===== src/rtl/uart_matrix_engine.sv =====
// uart_matrix_engine: streams an N x N little-endian matrix from UART RX, accumulates trace (and row sums), emits results on TX.
//   clock/reset   : rising-edge clock, synchronous active-low reset
//   io_rx_valid/io_rx_data : received byte strobe, no backpressure
//   io_tx_valid/io_tx_data/io_tx_ready : result byte handshake, LSB first per word
//   io_clear      : synchronous abort back to RECV, clears io_overrun
//   io_busy/io_done/io_overrun : SEND state, last-byte-accepted pulse, sticky dropped-byte flag
//   Define UART_MATRIX_ROWSUM_EN to add per-row sums after the trace word.
module uart_matrix_engine #(
  parameter int N = 2,
  parameter int ELEM_BYTES = 1,
  parameter int RES_BYTES = 4
) (
  input  logic       clock,
  input  logic       reset,
  input  logic       io_rx_valid,
  input  logic [7:0] io_rx_data,
  output logic       io_tx_valid,
  output logic [7:0] io_tx_data,
  input  logic       io_tx_ready,
  input  logic       io_clear,
  output logic       io_busy,
  output logic       io_done,
  output logic       io_overrun
);
  localparam int EW = 8 * ELEM_BYTES;
  localparam int AW = 8 * RES_BYTES;
`ifdef UART_MATRIX_ROWSUM_EN
  localparam int NW = N + 1;
`else
  localparam int NW = 1;
`endif
  typedef enum logic {RECV, SEND} state_t;
  state_t state, state_n;
  logic [1:0] byte_cnt, res_byte;
  logic [4:0] col, row, diag, word;
  logic [EW-1:0] elem_buf, elem_next;
  logic [AW-1:0] elem_ext, trace, out_word;
  logic rx_take, elem_done, mat_done, tx_fire, last_fire;
`ifdef UART_MATRIX_ROWSUM_EN
  logic [AW-1:0] rowsum [N];
`endif
  // Bytes enter at the top and shift down, so after ELEM_BYTES bytes byte 0 sits at bit 0.
  // diag counts modulo N+1 so a diagonal element is flagged without a divider.
  always_comb begin
    rx_take = state == RECV && io_rx_valid;
    elem_next = (elem_buf >> 8) | (EW'(io_rx_data) << (EW - 8));
    elem_ext = AW'(elem_next);
    elem_done = rx_take && byte_cnt == 2'(ELEM_BYTES - 1);
    mat_done = elem_done && row == 5'(N - 1) && col == 5'(N - 1);
    tx_fire = state == SEND && io_tx_ready;
    last_fire = tx_fire && res_byte == 2'(RES_BYTES - 1) && word == 5'(NW - 1);
    state_n = mat_done ? SEND : last_fire ? RECV : state;
    out_word = trace;
`ifdef UART_MATRIX_ROWSUM_EN
    for (int i = 0; i < N; i++) if (word == 5'(i + 1)) out_word = rowsum[i];
`endif
    io_busy = state == SEND;
    io_tx_valid = io_busy;
    io_tx_data = io_busy ? 8'(out_word >> {res_byte, 3'b000}) : 8'h00;
  end
  always_ff @(posedge clock)
    if (!reset || io_clear) state <= RECV;
    else state <= state_n;
  always_ff @(posedge clock) begin
    if (!reset || io_clear) begin
      byte_cnt <= 2'd0;
      res_byte <= 2'd0;
      col <= 5'd0;
      row <= 5'd0;
      diag <= 5'd0;
      word <= 5'd0;
      elem_buf <= '0;
      trace <= '0;
      io_done <= 1'b0;
      io_overrun <= 1'b0;
`ifdef UART_MATRIX_ROWSUM_EN
      for (int i = 0; i < N; i++) rowsum[i] <= '0;
`endif
    end else begin
      io_done <= last_fire;
      if (state == SEND && io_rx_valid) io_overrun <= 1'b1;
      if (rx_take) begin
        elem_buf <= elem_next;
        byte_cnt <= elem_done ? 2'd0 : byte_cnt + 2'd1;
      end
      if (elem_done) begin
        col <= col == 5'(N - 1) ? 5'd0 : col + 5'd1;
        row <= mat_done ? 5'd0 : col == 5'(N - 1) ? row + 5'd1 : row;
        diag <= (mat_done || diag == 5'(N)) ? 5'd0 : diag + 5'd1;
        if (diag == 5'd0) trace <= trace + elem_ext;
`ifdef UART_MATRIX_ROWSUM_EN
        for (int i = 0; i < N; i++) if (row == 5'(i)) rowsum[i] <= rowsum[i] + elem_ext;
`endif
      end
      if (tx_fire) begin
        res_byte <= res_byte == 2'(RES_BYTES - 1) ? 2'd0 : res_byte + 2'd1;
        if (res_byte == 2'(RES_BYTES - 1)) word <= last_fire ? 5'd0 : word + 5'd1;
      end
      if (last_fire) begin
        trace <= '0;
`ifdef UART_MATRIX_ROWSUM_EN
        for (int i = 0; i < N; i++) rowsum[i] <= '0;
`endif
      end
    end
  end
endmodule


===== config.mk =====
export PLATFORM = sky130hd
export DESIGN_NAME = uart_matrix_engine
export DESIGN_NICKNAME = d
export VERILOG_FILES = /design/src/rtl/uart_matrix_engine.sv
export SDC_FILE = /design/constraint.sdc
export NUM_CORES = 1
export LEC_CHECK = 0
export BUFFER_PORTS_ARGS = -buffer_cell sky130_fd_sc_hd__buf_2
export CORE_ASPECT_RATIO = 0.8
export CORE_UTILIZATION = 35
export CTS_BUF_LIST = sky130_fd_sc_hd__clkbuf_4 sky130_fd_sc_hd__clkbuf_8
export CTS_CLUSTER_SIZE = 12
export DETAILED_ROUTE_END_ITERATION = 6
export PLACE_DENSITY = 0.56
export SLEW_MARGIN = 20
export SYNTH_ARGS = -nofsm -noshare
export SYNTH_HDL_FRONTEND = slang
export SYNTH_SLANG_ARGS = --single-unit
export TNS_END_PERCENT = 1

===== constraint.sdc =====
create_clock -name clock -period 4.3 [get_ports clock]
set_input_delay 0.43 -clock clock [delete_from_list [all_inputs] [get_ports clock]]
set_output_delay 0.43 -clock clock [all_outputs]
set_load 0.02 [all_outputs]

==> results of run 1 <==
tightest hold or removal path, delay by kind of cell:
| kind | cells | cell delay [ps] |
|---|---|---|
| AOI/OAI and AO/OA | 1 | 60 |
| buffers and inverters | 1 | 100 |
| and+or+nand+nor | 1 | 70 |
state kept, by name (all words and copies together), names as in the netlist:
register    cells
word            5
io_busy         1
diag            5
io_overrun      1
col             5
out_word       32
res_byte        2
row             5
io_done         1
byte_cnt        2
layout by cell type, fill, tap and decap left out, types with 3 or more instances in the layout:
master / n
inv_1: 11
dfxtp_1: 59
nor4b_1: 3
clkbuf_8: 10
xnor2_1: 17
buf_2: 24
a21o_1: 7
ha_1: 19
nor4_1: 4
nand2_1: 29
and3_1: 6
a211oi_1: 6
o2111ai_1: 4
xor2_1: 21
nand3_1: 11
o211ai_1: 6
nor2_1: 49
nor3_1: 10
nand4_1: 11
a21oi_1: 26
or3_1: 7
and2_1: 10
mux4_2: 6
clkbuf_4: 4
o21ai_0: 9
stage by stage:
step                area [um2]  hold WS, ps  utilization, %
finish                    3730          360            40.9
global route              3730          377            40.9
CTS                       3730          343            40.9
detailed placement        3520          464            38.7
global placement          3520          449            38.7
floorplan                 3320          444               -
cell usage after synthesis, drive strengths merged:
| master | count | area (um2) |
|---|---|---|
| xnor2 | 17 | 149 |
| o211ai | 7 | 57.6 |
| nor2 | 49 | 184 |
| o21ai | 10 | 50.0 |
| and4 | 1 | 11.3 |
| o2111ai | 4 | 35.0 |
| nand2b | 2 | 12.5 |
| a211oi | 7 | 57.6 |
| ha | 19 | 238 |
| nand4 | 13 | 111 |
| a21o | 7 | 52.6 |
| a21oi | 26 | 130 |
| dfxtp | 59 | 1180 |
| or2 | 1 | 6.26 |
| and3 | 7 | 45.1 |
| and2 | 10 | 62.6 |
| o31ai | 1 | 7.51 |
| nor4 | 5 | 46.3 |
| or4 | 1 | 7.51 |
| and3b | 1 | 8.76 |
| inv | 11 | 41.3 |
| nor4b | 3 | 26.3 |
| mux4 | 8 | 188 |
| clkbuf | 10 | 37.5 |
| nand3 | 12 | 65.1 |
| o21a | 1 | 7.51 |
| and2b | 1 | 8.76 |
| buf | 6 | 28.8 |
| nor3 | 10 | 50.1 |
| xor2 | 21 | 184 |
| nand4b | 1 | 8.76 |
| nand2 | 30 | 115 |
| a22oi | 1 | 7.51 |
| fa | 1 | 20.0 |
| or3 | 7 | 43.8 |
| nor3b | 1 | 12.5 |
| nor2b | 2 | 12.5 |
| o21bai | 1 | 7.51 |
logic make-up (layout without fill, tap and decap cells):
| logic type | after synthesis | after routing |
|---|---|---|
| DFF | 59 | 59 |
| muxes | 8 | 8 |
| adders and majority gates | 20 | 20 |
| xor gates and xnor gates | 38 | 38 |
| AOI/OAI and AO/OA | 65 | 65 |
| and+or+nand+nor | 157 | 157 |
| buffers and inverters | 27 | 52 |
area by class of cell:
type | instances | share of cell area (%)
multi-input cells | 288 | 54.5
well taps | 115 | 3.86
inverters | 11 | 1.11
clock buffers | 14 | 4.50
flip-flops and latches | 59 | 31.7
clock inverters | 2 | 0.940
repair buffers | 25 | 3.43
per-layer routing:
layer	up-vias	routed length (um)	GRT usage, %
met4	0	93	5.70
met2	59	3160	24.3
met3	9	463	4.75
met1	1283	3780	23.3
li1	1368	-	-
met5	-	0	0
where the power goes:
group	leakage [nW]	internal, mW	switching, mW	total [mW]
combinational	0.839	0.0347	0.0559	0.0906
sequential	0.476	0.552	0.00744	0.560
clock	0.108	0.309	0.215	0.523
worst paths after layout:
path,slack (ps),end,cells past startpoint,from
min,360,io_overrun,3,io_rx_valid
max,1390,out_word[20],8,out_word[0]
max reg2reg,1390,out_word[20],8,out_word[0]
min reg2reg,470,io_overrun,2,io_overrun
==> impl_metrics.yaml, run 1 <==
synth:
  synth_top_family_by_area: "simple AND/OR/NAND/NOR gates"
  syn_area_per_cell_um2: 8.87
  synthXorXnorAreaFrac_pct: 10.0
  ys_warn_count: 0
  synth-seq-cells: 59
  synth_cell_types: 49
  synthCells: 374
  seq_area_frac_synth_pct: 35.6
  syn_nets: 407
  synth_fa_ha_area_share_pct: 7.77
  synth_compound_area_share_pct: 12.4
  muxShareOfSynthArea_pct: 5.66
  synth_area_um2: 3320
  yosys.area_share.simple_pct: 25.3
floorplanning:
  rows: 31
  core_um2: 9110
  initial_utilization_pct: 36.4
  die_area_um2: 9880
  io_pins: 25
  chipHeight_um: 89.1
  die_w_um: 111
routing:
  drt-total-wl_um: 7500
  drc: 0
  drtIter0Drc: 145
  via_per_inst: 5.29
  wl_per_cell_um: 14.6
  vias: 2719
  antenna_left: 0
  first_pass_iters: 4
global_route:
  grt_max_degree: 37
  grt_pass1_vias: 2505
  overflow: 0
  track_usage_pct: 16.6
  grt_antenna_before_repair: 0
  grt_pass1_wl_um: 12700
worst_setup_path:
  critPathKind: "flop to flop"
  crit_family: "compound AO/OA/AOI/OAI gates"
  cp.required_ps: 4510
  cpMaxStageDelayCell: "a211oi_1"
  path_buf_inv: 0
  crit_chain: "ha_1 -> fa_1 -> a211oi_1 -> nor3_1 -> a211oi_1 -> nor3_1 -> xnor2_1 -> nor2_1"
  start_kind: "flop"
  endpoint_kind: "flop"
  slowest_delay_ps: 840
  crit_arrival_ps: 3120
  worstPathMaxFanout: 8
cells_and_area:
  layout-drive-gt1-share_pct: 14.8
  fillCellCount: 893
  area_growth_pct: 12.3
  layoutNonFillerInstCount: 514
  multi_input_area_um2: 2030
  seqCellArea_um2: 1180
  fin_nets: 427
  insertedDiodeCount: 0
clock_network:
  tritoncts: "done"
  worst_skew_pair.late_latency_ps: 340
  clk_path_buf_depth: 2
  clock_sinks: 59
  cts-hold-fix-buffers: 0
  clockRootBuffer: "clkbuf_8"
  htreeDepth: 3
  post_cts_resized: 0
  cts.clk_slew.worst_paths_ps: 70
  cts_setup_buffers: 0
  numCtsBuffers: 9
power_and_ir_drop:
  powerDensity_nw_per_um2: 315
  p_leak_nw: 1.42
  peakVddDrop_v: 0.000237
  power.total_mw: 1.17
placement:
  dp.cells: 498
  place_ws_ps: 1310
  portBuffers: 24
  dp_hpwl_um: 5440
  gp_congestion: 0.843
timing:
  rsz0062_at_grt: "no"
  min_period_ps: 2910
  setup_tns_ps: 0
  hold_viol_final: 0
  relSlewSlack_pct: 32.2
  period_share_pct: 67.8
  worst_slew_pin_slew_ps: 1010
  clock.fmax_ghz: 0.343
  clock_skew_ps: 9.34
  final_max_slew_viol_count: 0
  fin_ws_ps: 1390
  setup_viol: 0
hold_path:
  hold_class: "primary input to flop"
run_status:
  status: "complete, no violations"
flow_run:
  maxCapViolCount: 0
Note: power is estimated with default switching activity, not from simulation.
==> inputs of run 2 (changes only) <==
--- a/config.mk
+++ b/config.mk
@@ -11,7 +11,7 @@
 export CTS_BUF_LIST = sky130_fd_sc_hd__clkbuf_4 sky130_fd_sc_hd__clkbuf_8
 export CTS_CLUSTER_SIZE = 12
 export DETAILED_ROUTE_END_ITERATION = 6
-export PLACE_DENSITY = 0.56
+export PLACE_DENSITY = 0.58
 export SLEW_MARGIN = 20
 export SYNTH_ARGS = -nofsm -noshare
 export SYNTH_HDL_FRONTEND = slang
==> constraint.sdc (replaced) <==
create_clock -name clock -period 2.6 [get_ports clock]
set_input_delay 0.26 -clock clock [delete_from_list [all_inputs] [get_ports clock]]
set_output_delay 0.26 -clock clock [all_outputs]
set_load 0.02 [all_outputs]
==> impl_metrics.yaml, run 2 (synthesized netlist as in run 1, its figures left out) <==
global_route:
  overflow: 0
  grt_antenna_before_repair: 0
  grt_pass1_vias: 2605
  track_usage_pct: 16.9
  grt_pass1_wl_um: 13000
  grt_max_degree: 24
cells_and_area:
  insertedDiodeCount: 0
  layout_commonest_cell: "dfxtp_1"
  layout-drive-gt1-share_pct: 17.1
  area_growth_pct: 15.4
  final_cell_mix: "59 x dfxtp_1, 49 x nor2_1, 29 x nand2_1, 26 x a21oi_1, 24 x buf_2"
  largest_register_ff_count: 32
  fin_nets: 437
worst_setup_path:
  crit_arrival_ps: 2630
  cp.required_ps: 2840
  start_kind: "flop"
  endpoint_kind: "flop"
  worstPathMaxFanout: 5
  critPathKind: "flop to flop"
floorplanning:
  die_w_um: 111
  rows: 31
  core_um2: 9110
  io_pins: 25
  initial_utilization_pct: 36.4
  die_area_um2: 9880
  chipHeight_um: 89.1
placement:
  portBuffers: 24
  gp_congestion: 0.835
  place_ws_ps: 80.1
  dp_hpwl_um: 5590
timing:
  period_share_pct: 91.8
  clock_skew_ps: 11.9
  worst_slew_pin_slew_ps: 539
  setup_tns_ps: 0
  fin_ws_ps: 213
  setup_viol: 0
  clock.fmax_ghz: 0.419
  relSlewSlack_pct: 63.8
  rsz0062_at_grt: "no"
  final_max_slew_viol_count: 0
  min_period_ps: 2390
  hold_viol_final: 0
clock_network:
  numCtsBuffers: 9
  tritoncts: "done"
  clock_sinks: 59
  htreeDepth: 3
  cts.clk_slew.worst_paths_ps: 70
  cts_setup_buffers: 0
  clk_path_buf_depth: 2
  clockRootBuffer: "clkbuf_8"
  worst_skew_pair.late_latency_ps: 350
power_and_ir_drop:
  clkPwrFrac_pct: 45.4
  netSwitchingFraction_pct: 24.8
  p_leak_nw: 1.48
  intPower_mw: 1.50
  peakVddDrop_v: 0.000281
  p_seq_share_pct: 46.5
  power.total_mw: 1.99
  p_switching_mw: 0.493
  powerDensity_nw_per_um2: 520
  p_comb_share_pct: 8.1
routing:
  drtIter0Drc: 96
  drc: 0
  drt-total-wl_um: 7710
  wl_per_cell_um: 14.7
  vias: 2787
  via_per_inst: 5.32
  first_pass_iters: 5
  antenna_left: 0
run_status:
  status: "complete, no violations"
hold_path:
  hold_class: "primary input to flop"
flow_run:
  maxCapViolCount: 0
==> run 2: cell count changes in the layout (fill, tap and decap cells not counted), sizes merged <==
cell	delta
buf	+10
clkinv	+1
clkbuf	-2
clkinvlp	+1
==> run 2: layout make-up <==
class                   count  area [um2]
inverters                  11        41.3
clock buffers              12         165
repair buffers             35         215
multi-input cells         288        2030
fillers                   905        5290
well taps                 115         144
clock inverters             4        47.5
flip-flops and latches     59        1180
==> run 2: power by group through the flow <==
stage	Clock (mW)	Combinational (mW)	Sequential [mW]
2_1_floorplan	0	0.115	0.941
3_3_place_gp	0	0.159	0.945
3_5_place_dp	0	0.161	0.946
4_1_cts	0.930	0.163	0.925
5_1_grt	0.971	0.184	0.926
6_report	0.904	0.162	0.925
==> run 2: metal layers <==
layer	vias up	global-route usage [%]	wire, um
li1	1386	-	-
met3	15	4.34	314
met4	0	7.15	143
met5	-	0	0
met1	1332	22.8	3960
met2	54	26.0	3290
==> run 2: worst max-delay path, stage by stage, from the launching register on <==
cell and delay, ps:
dfxtp_1 350, ha_1 220, fa_1 430, a211oi_2 310, o21bai_1 140, a211oi_2 430
nor4_1 160, xnor2_1 180, nor2_1 50
==> run 2: final timing paths <==
path                                   from            to  slack, ps  cells past startpoint
worst max-delay path            out_word[0]  out_word[18]        210                      8
worst min-delay path            io_rx_valid    io_overrun        180                      3
worst max register to register  out_word[0]  out_word[18]        210                      8
worst min register to register   io_overrun    io_overrun        470                      2
==> run 2: per-stage QoR <==
stage / cell area (um2) / utilization (%) / hold WS (ps) / std cells
finish: 3830 / 42.0 / 184 / 524
global route: 3830 / 42.0 / 187 / 524
detailed placement: 3610 / 39.6 / 466 / 508
global placement: 3610 / 39.6 / 451 / 508
floorplan: 3320 / - / 405 / 374
CTS: 3820 / 41.9 / 166 / 524
==> run 2: what timing repair did <==
item,4_1_cts,5_1_grt
hold buffers,0,0
endpoints found under the setup margin,0,8
gates resized for setup,0,1
==> inputs of run 3 (changes only) <==
--- a/config.mk
+++ b/config.mk
@@ -7,6 +7,7 @@
 export LEC_CHECK = 0
 export BUFFER_PORTS_ARGS = -buffer_cell sky130_fd_sc_hd__buf_2
 export CORE_ASPECT_RATIO = 0.8
+export CORE_MARGIN = 4
 export CORE_UTILIZATION = 35
 export CTS_BUF_LIST = sky130_fd_sc_hd__clkbuf_4 sky130_fd_sc_hd__clkbuf_8
 export CTS_CLUSTER_SIZE = 12
==> impl_metrics.yaml, run 3 (synthesized netlist as in run 1, its figures left out) <==
cells_and_area:
  layout_commonest_cell: "dfxtp_1"
  layoutNonFillerInstCount: 524
  final_cell_mix: "59 x dfxtp_1, 49 x nor2_1, 29 x nand2_1, 26 x a21oi_1, 24 x buf_2"
  fillCellCount: 919
  layout-drive-gt1-share_pct: 17.1
  insertedDiodeCount: 0
  finish.instance_area_um2: 3840
  fin_nets: 437
  area_growth_pct: 15.6
  largest_register_ff_count: 32
clock_network:
  cts.clk_slew.worst_paths_ps: 80
  tritoncts: "done"
  cts_setup_buffers: 0
  clock_sinks: 59
  clockRootBuffer: "clkbuf_8"
  htreeDepth: 3
  clk_path_buf_depth: 2
  worst_skew_pair.late_latency_ps: 350
  numCtsBuffers: 9
worst_setup_path:
  start_kind: "flop"
  crit_family: "simple AND/OR/NAND/NOR gates"
  path_buf_inv: 0
  cp.depth: 8
  r2r_cells: 8
  endpoint_kind: "flop"
  cp.required_ps: 2890
  slowest_delay_ps: 480
  crit_chain: "ha_1 -> fa_1 -> a211oi_2 -> o21bai_1 -> a211oi_4 -> or2_2 -> or4_1 -> a21oi_1"
  crit_arrival_ps: 2720
  worstPathMaxFanout: 5
  critPathKind: "flop to flop"
  cpMaxStageDelayCell: "or4_1"
routing:
  vias: 2751
  via_per_inst: 5.25
  first_pass_iters: 4
  antenna_left: 0
  drc: 0
  drtIter0Drc: 166
  wl_per_cell_um: 14.9
  drt-total-wl_um: 7790
floorplanning:
  initial_utilization_pct: 36.2
  core_um2: 9150
  die_area_um2: 11100
  io_pins: 25
  die_w_um: 117
  rows: 31
  chipHeight_um: 95.1
run_status:
  status: "complete, no violations"
placement:
  dp_hpwl_um: 5720
  dp.cells: 508
  gp_congestion: 0.870
  postPlaceCellArea_um2: 3610
  portBuffers: 24
power_and_ir_drop:
  powerDensity_nw_per_um2: 518
  peakVddDrop_v: 0.000313
  p_comb_share_pct: 8.3
  p_leak_nw: 1.48
  netSwitchingFraction_pct: 24.6
  clkPwrFrac_pct: 45.2
  p_switching_mw: 0.490
  intPower_mw: 1.50
  p_seq_share_pct: 46.5
timing:
  setup_viol: 0
  final_max_slew_viol_count: 0
  relSlewSlack_pct: 66.7
  hold_viol_final: 0
  clock_skew_ps: 16.3
  clock.fmax_ghz: 0.411
  min_period_ps: 2440
  period_share_pct: 93.7
  worst_slew_pin_slew_ps: 496
global_route:
  grt_antenna_before_repair: 0
  grt_pass1_wl_um: 13100
  overflow: 0
  grt_pass1_vias: 2694
  track_usage_pct: 15.4
  grt_max_degree: 33
hold_path:
  hold_class: "primary input to flop"
  hold_path_depth: 3
flow_run:
  maxCapViolCount: 0
## run 3: cell types whose count changed in the layout (fill, tap and decap cells not counted)
cell	before	now
a211oi_4	0	1
a211oi_2	2	1
## run 3: final timing paths
check	start	to	slack, ps
hold / removal	io_rx_valid	io_overrun	190
setup reg to reg	out_word[0]	out_word[30]	160
setup / recovery	out_word[0]	out_word[30]	160
hold reg to reg	io_overrun	io_overrun	470
## run 3: power groups by stage
stage,Combinational [mW],Clock [mW],Sequential (mW)
after floorplan,0.115,0,0.941
after global routing,0.184,0.974,0.926
final,0.165,0.899,0.925
after CTS,0.161,0.936,0.925
after global placement,0.158,0,0.945
after detailed placement,0.160,0,0.945
## run 3: through the flow
step	setup slack (ps)	utilization, %	TNS, ps	hold slack [ps]	total power [mW]
finish	165	41.9	0	190	1.99
global placement	162	39.4	0	452	1.10
CTS	123	41.8	0	172	2.02
floorplan	257	-	0	405	1.06
global route	-7.98	41.9	-7.98	217	2.08
detailed placement	83.4	39.4	0	465	1.11
## run 3: routing by layer
layer | global-route usage, % | vias up | wire (um)
li1 | - | 1379 | -
met1 | 20.4 | 1311 | 3780
met2 | 22.8 | 48 | 3370
met3 | 5.58 | 13 | 518
met4 | 5.83 | 0 | 118
met5 | 0 | - | 0
## run 3: cell type report
class | instances | area (um2) | area share [%]
well taps | 115 | 144 | 3.75
repair buffers | 35 | 215 | 5.61
clock inverters | 4 | 47.5 | 1.24
flip-flops and latches | 59 | 1180 | 30.8
clock buffers | 12 | 165 | 4.31
multi-input cells | 288 | 2040 | 53.2
inverters | 11 | 41.3 | 1.08
## run 3: what timing repair did
| action | in CTS | in global routing |
|---|---|---|
| hold buffers | 0 | 0 |
| endpoints found under the hold margin | 0 | 0 |
| setup endpoints to repair | 0 | 6 |
| resized for setup | 0 | 2 |
## run 3: worst reg2reg max path, stage by stage (launching register included)
cell      delay (ps)
dfxtp_1          380
ha_1             200
fa_1             250
a211oi_2         110
o21bai_1         300
a211oi_4         150
or2_2            350
or4_1            480
a21oi_1          170
